### src/rtl/entrada_voto.sv
// entrada_voto: vote entry keypad with synchronised, debounced keys, digit editing FSM and seven-segment display
// Ports: clk, rst (sync, active-high); key_inc/key_next/key_corrige/key_confirma (active-low buttons);
//        bcd (current digits), hex (active-low gfedcba per digit), cursor (edited digit), cheio (entry complete),
//        voto (last confirmed vote), voto_valid (confirm pulse), total (saturating confirmed-vote count)
module entrada_voto #(
   parameter int N_DIGITS = 2,
   parameter int DEB_CYCLES = 4,
   parameter int CNT_W = 8
) (
   input  logic                  clk,
   input  logic                  rst,
   input  logic                  key_inc,
   input  logic                  key_next,
   input  logic                  key_corrige,
   input  logic                  key_confirma,
   output logic [4*N_DIGITS-1:0] bcd,
   output logic [7*N_DIGITS-1:0] hex,
   output logic [2:0]            cursor,
   output logic                  cheio,
   output logic [4*N_DIGITS-1:0] voto,
   output logic                  voto_valid,
   output logic [CNT_W-1:0]      total
);
   localparam logic [2:0] CUR_INIT = 3'(N_DIGITS - 1);
   localparam logic [7:0] DEB_LAST = 8'(DEB_CYCLES - 1);
   typedef enum logic {ENTRY, FULL} state_t;
   state_t state_q, state_d;
   logic [3:0] keys, meta_q, meta_d, sync_q, sync_d, lvl_q, lvl_d, prev_q, prev_d, arm_q, arm_d, press;
   logic [1:0] vld_q, vld_d;
   logic [3:0][7:0] cnt_q, cnt_d;
   logic [4*N_DIGITS-1:0] dig_q, dig_d, voto_q, voto_d;
   logic [2:0] cursor_q, cursor_d;
   logic vv_q, vv_d;
   logic [CNT_W-1:0] total_q, total_d;
   logic [3:0] cur_dig;
   logic ev_inc, ev_next, ev_cor, ev_conf, do_conf;

   function automatic logic [6:0] seg(input logic [3:0] d);
      case (d)
         4'd0: seg = 7'b1000000;
         4'd1: seg = 7'b1111001;
         4'd2: seg = 7'b0100100;
         4'd3: seg = 7'b0110000;
         4'd4: seg = 7'b0011001;
         4'd5: seg = 7'b0010010;
         4'd6: seg = 7'b0000010;
         4'd7: seg = 7'b1111000;
         4'd8: seg = 7'b0000000;
         4'd9: seg = 7'b0010000;
         default: seg = 7'b1111111;
      endcase
   endfunction

   assign keys = {key_confirma, key_corrige, key_next, key_inc};

   // vld_q marks when sync_q carries real post-reset samples; a key is armed only
   // once it has been seen released, so a key held through reset gives no press
   always_comb begin
      meta_d = keys;
      sync_d = meta_q;
      vld_d = {vld_q[0], 1'b1};
      prev_d = lvl_q;
      arm_d = arm_q | (sync_q & {4{vld_q[1]}});
      lvl_d = lvl_q;
      for (int k = 0; k < 4; k++) begin
         cnt_d[k] = (sync_q[k] != lvl_q[k]) ? cnt_q[k] + 8'd1 : 8'd0;
         if (sync_q[k] != lvl_q[k] && cnt_q[k] == DEB_LAST) begin
            lvl_d[k] = sync_q[k];
            cnt_d[k] = 8'd0;
         end
      end
      press = arm_q & prev_q & ~lvl_q;
      ev_cor = press[2];
      ev_conf = press[3] & ~press[2];
      ev_next = press[1] & ~|press[3:2];
      ev_inc = press[0] & ~|press[3:1];
      do_conf = ev_conf && state_q == FULL;
   end

   always_comb begin
      state_d = state_q;
      if (ev_cor || do_conf) state_d = ENTRY;
      else if (ev_next && state_q == ENTRY && cursor_q == 3'd0) state_d = FULL;
   end

   always_comb begin
      cur_dig = dig_q[4*int'(cursor_q) +: 4];
      dig_d = dig_q;
      cursor_d = cursor_q;
      voto_d = do_conf ? dig_q : voto_q;
      vv_d = do_conf;
      total_d = (do_conf && !(&total_q)) ? total_q + 1'b1 : total_q;
      if (ev_cor || do_conf) begin
         dig_d = '0;
         cursor_d = CUR_INIT;
      end
      if (ev_next && state_q == ENTRY && cursor_q != 3'd0) cursor_d = cursor_q - 3'd1;
      if (ev_inc && state_q == ENTRY) dig_d[4*int'(cursor_q) +: 4] = (cur_dig == 4'd9) ? 4'd0 : cur_dig + 4'd1;
   end

   always_comb begin
      cheio = state_q == FULL;
      for (int i = 0; i < N_DIGITS; i++)
         hex[7*i +: 7] = (state_q == ENTRY && i < int'(cursor_q)) ? 7'b1111111 : seg(dig_q[4*i +: 4]);
   end

   always_ff @(posedge clk) begin
      if (rst) begin
         meta_q <= '1;
         sync_q <= '1;
         lvl_q <= '1;
         prev_q <= '1;
         arm_q <= '0;
         vld_q <= '0;
         cnt_q <= '0;
         state_q <= ENTRY;
         dig_q <= '0;
         cursor_q <= CUR_INIT;
         voto_q <= '0;
         vv_q <= 1'b0;
         total_q <= '0;
      end else begin
         meta_q <= meta_d;
         sync_q <= sync_d;
         lvl_q <= lvl_d;
         prev_q <= prev_d;
         arm_q <= arm_d;
         vld_q <= vld_d;
         cnt_q <= cnt_d;
         state_q <= state_d;
         dig_q <= dig_d;
         cursor_q <= cursor_d;
         voto_q <= voto_d;
         vv_q <= vv_d;
         total_q <= total_d;
      end
   end

   assign bcd = dig_q;
   assign cursor = cursor_q;
   assign voto = voto_q;
   assign voto_valid = vv_q;
   assign total = total_q;
endmodule

### config.mk
export PLATFORM = sky130hd
export DESIGN_NAME = entrada_voto
export DESIGN_NICKNAME = d
export VERILOG_FILES = /design/src/rtl/entrada_voto.sv
export SDC_FILE = /design/constraint.sdc
export NUM_CORES = 1
export LEC_CHECK = 0
export BUFFER_PORTS_ARGS = -buffer_cell sky130_fd_sc_hd__buf_2
export CORE_MARGIN = 2
export CORE_UTILIZATION = 58
export DETAILED_ROUTE_END_ITERATION = 6
export GPL_TIMING_DRIVEN = 1
export PLACE_DENSITY_LB_ADDON = 0.15
export SLEW_MARGIN = 20
export SYNTH_ARGS = -nofsm -noshare
export SYNTH_HDL_FRONTEND = slang
export SYNTH_SLANG_ARGS = --single-unit
### constraint.sdc
create_clock -name clk -period 6.8 [get_ports clk]
set_input_delay 1.02 -clock clk [delete_from_list [all_inputs] [get_ports clk]]
set_output_delay 1.02 -clock clk [all_outputs]
set_load 0.03 [all_outputs]
==> flow_summary.json <==
{
  "status": "finished clean",
  "crit_type": "reg2reg",
  "post_cts_buffers": 0,
  "rsz0062_at_grt": "false",
  "vias_per_cell": 5.40,
  "ys.flop_type": "dfxtp_1",
  "endpoint_kind": "flip-flop",
  "drive_above_1_share_pct": 21.9,
  "cp_data_arrival_time_ns": 3.75,
  "numCtsBuffers": 9,
  "htree_levels": 3,
  "p_leak_nw": 2.01,
  "yosysWarnings": 0,
  "period_share_pct": 51.4,
  "syn_area_per_cell_um2": 9.27,
  "synth_fp_nets": 498,
  "clockBufferDepth": 2,
  "synth.distinct_cells": 54,
  "synth-async-reset-ratio_pct": 0,
  "tns_ns": 0,
  "clockRootBuffer": "clkbuf_8",
  "start_util_pct": 60.2,
  "synth_edf_count": 0,
  "final_nets": 543,
  "final_cell_area_um2": 4870,
  "min_period_ns": 3.49,
  "cts_hold_buffers": 0,
  "crit_path_max_fanout": 14,
  "slew_viol_final": 0,
  "gp_congestion": 0.930,
  "rows": 31,
  "antenna_found_initial": 0,
  "worst_slew_pin_slew_ns": 0.679,
  "holdCritPathClass": "reg2reg",
  "yosys_register_bits": 97,
  "pin_count": 49,
  "grt_pass1_vias": 3192,
  "dieWidth_um": 90.8,
  "start_kind": "flip-flop",
  "max_slew_margin_pct": 54.4,
  "initialDrtViolationCount": 177,
  "path_cells": "inv_1, ha_1, ha_1, or4_4, or4_4, o211ai_1, a21oi_1, inv_1, ha_1, inv_1, a221oi_2, nor2_1",
  "skew_ns": 0.0150,
  "finalHoldViolCount": 0,
  "cts_resized": 0,
  "maxCapViolCount": 0,
  "grt_pass1_wl_mm": 14.6,
  "gr-total-overflow": 0,
  "cpMaxStageDelayCell": "dfxtp_1",
  "cts.sinks": 97,
  "die_area_um2": 8240,
  "wl_mm": 8.34,
  "max_freq_ghz": 0.286,
  "avgRoutedWirePerCell_um": 13.4,
  "core-area_um2": 7250,
  "synth_cells": 471,
  "cts.clk_slew.worst_paths_ns": 0.10,
  "insertion_delay_ns": 0.36,
  "cts_tree": "built",
  "irDropWorstVdd_mv": 0.115,
  "fin_util_pct": 67.2,
  "final_antenna_net_count": 0,
  "grt_start_max_net_pins": 55,
  "synth_common_cells": "dfxtp_1 (97), nor2_1 (65), or2_2 (26), nand3_1 (25)",
  "yosysSeqAreaShare_pct": 44.5,
  "powerDensity_nw_per_um2": 195,
  "synth_top_area_cell": "dfxtp_1",
  "synthesis.area_um2": 4370,
  "numPortBuffers": 48,
  "synth_most_common_cell": "dfxtp_1",
  "die_h_um": 90.8,
  "drcViolationCount": 0,
  "synthTopCellsByArea": "dfxtp_1 (44%), ha_1 (6.0%), nor2_1 (5.6%)",
  "required_ns": 7.06,
  "setup_viol_count_final": 0,
  "vias": 3347,
  "place_area_um2": 4680,
  "firstDrtPassIters": 4,
  "antenna_cells": 0,
  "gr-usage-all-layers_pct": 21.4,
  "slowest_delay_ns": 0.64,
  "hpwl_mm": 5.95,
  "yosysTopAreaCellShare_pct": 44.5,
  "syn2layout_area_growth_pct": 11.6
}
[power breakdown]
group | switching (mW) | internal (mW) | total (mW)
Combinational | 0.00935 | 0.00542 | 0.0148
Sequential | 0.00330 | 0.573 | 0.576
Clock | 0.216 | 0.144 | 0.360
[cell families (layout without fill, tap and decap cells)]
group	after synthesis	after routing	synth area share (%)
compound gates	57	57	9.49
xor+xnor	33	33	6.62
fa+ha+maj	21	21	6.02
buf+inv	38	88	3.38
flops	97	97	44.5
mux	25	25	5.99
simple gates	200	200	24.0
[per-layer routing]
layer	GRT usage [%]	vias up	share of wire, %
met2	35.4	76	45
met3	3.84	14	5.1
met4	8.33	0	1.8
met1	27.7	1543	48
met5	0	-	0
li1	-	1714	-
[critical path, delay by kind of cell (launching register included)]
kind,cells,cell delay [ns]
compound gates,3,0.66
fa+ha+maj,3,0.73
buf+inv,3,0.34
flops,1,0.64
simple gates,3,1.04
[placed cells by master (no fill, tap or decap), types with 9 or more instances in the layout]
cell | netlist | layout
dfxtp_1 | 97 | 97
and3_1 | 10 | 10
mux2i_1 | 19 | 19
or2_2 | 26 | 26
xnor2_1 | 11 | 11
a21oi_1 | 21 | 21
clkbuf_8 | 0 | 9
nor2_1 | 65 | 65
inv_1 | 21 | 21
buf_2 | 4 | 48
nor3_1 | 9 | 9
nand2_1 | 22 | 22
nand4_1 | 9 | 9
xor2_1 | 22 | 22
ha_1 | 21 | 21
nand3_1 | 25 | 25
[metrics by stage]
step	hold slack (ns)	cells	worst slack [ns]	total power, mW
after global placement	0.402	604	3.48	0.604
after detailed placement	0.398	604	3.35	0.604
after global routing	0.443	620	2.98	0.986
final	0.422	620	3.31	0.951
after floorplan	0.389	471	3.42	0.600
after CTS	0.426	620	3.31	0.962
[area by class of cell]
type                            count  area, um2
Clock buffer                        9        124
Inverter                           23       86.3
Sequential cell                    97       1940
Tap cell                           99        124
Timing Repair Buffer               49        248
Fill cell                         636       2380
Clock inverter                      7       71.3
Multi-Input combinational cell    336       2280
[worst paths after layout]
kind / cells after the start / from / to / slack [ns]
max reg2reg: 12 / cursor[0]$_SDFFE_PP1P_ / flip-flop / 3.31
max: 12 / cursor[0]$_SDFFE_PP1P_ / flip-flop / 3.31
min: 1 / meta_q[3]$_SDFF_PP1_ / sync_q[3]$_SDFF_PP1_ / 0.42
min reg2reg: 1 / meta_q[3]$_SDFF_PP1_ / sync_q[3]$_SDFF_PP1_ / 0.42
Power figures use the tool's default switching activity.
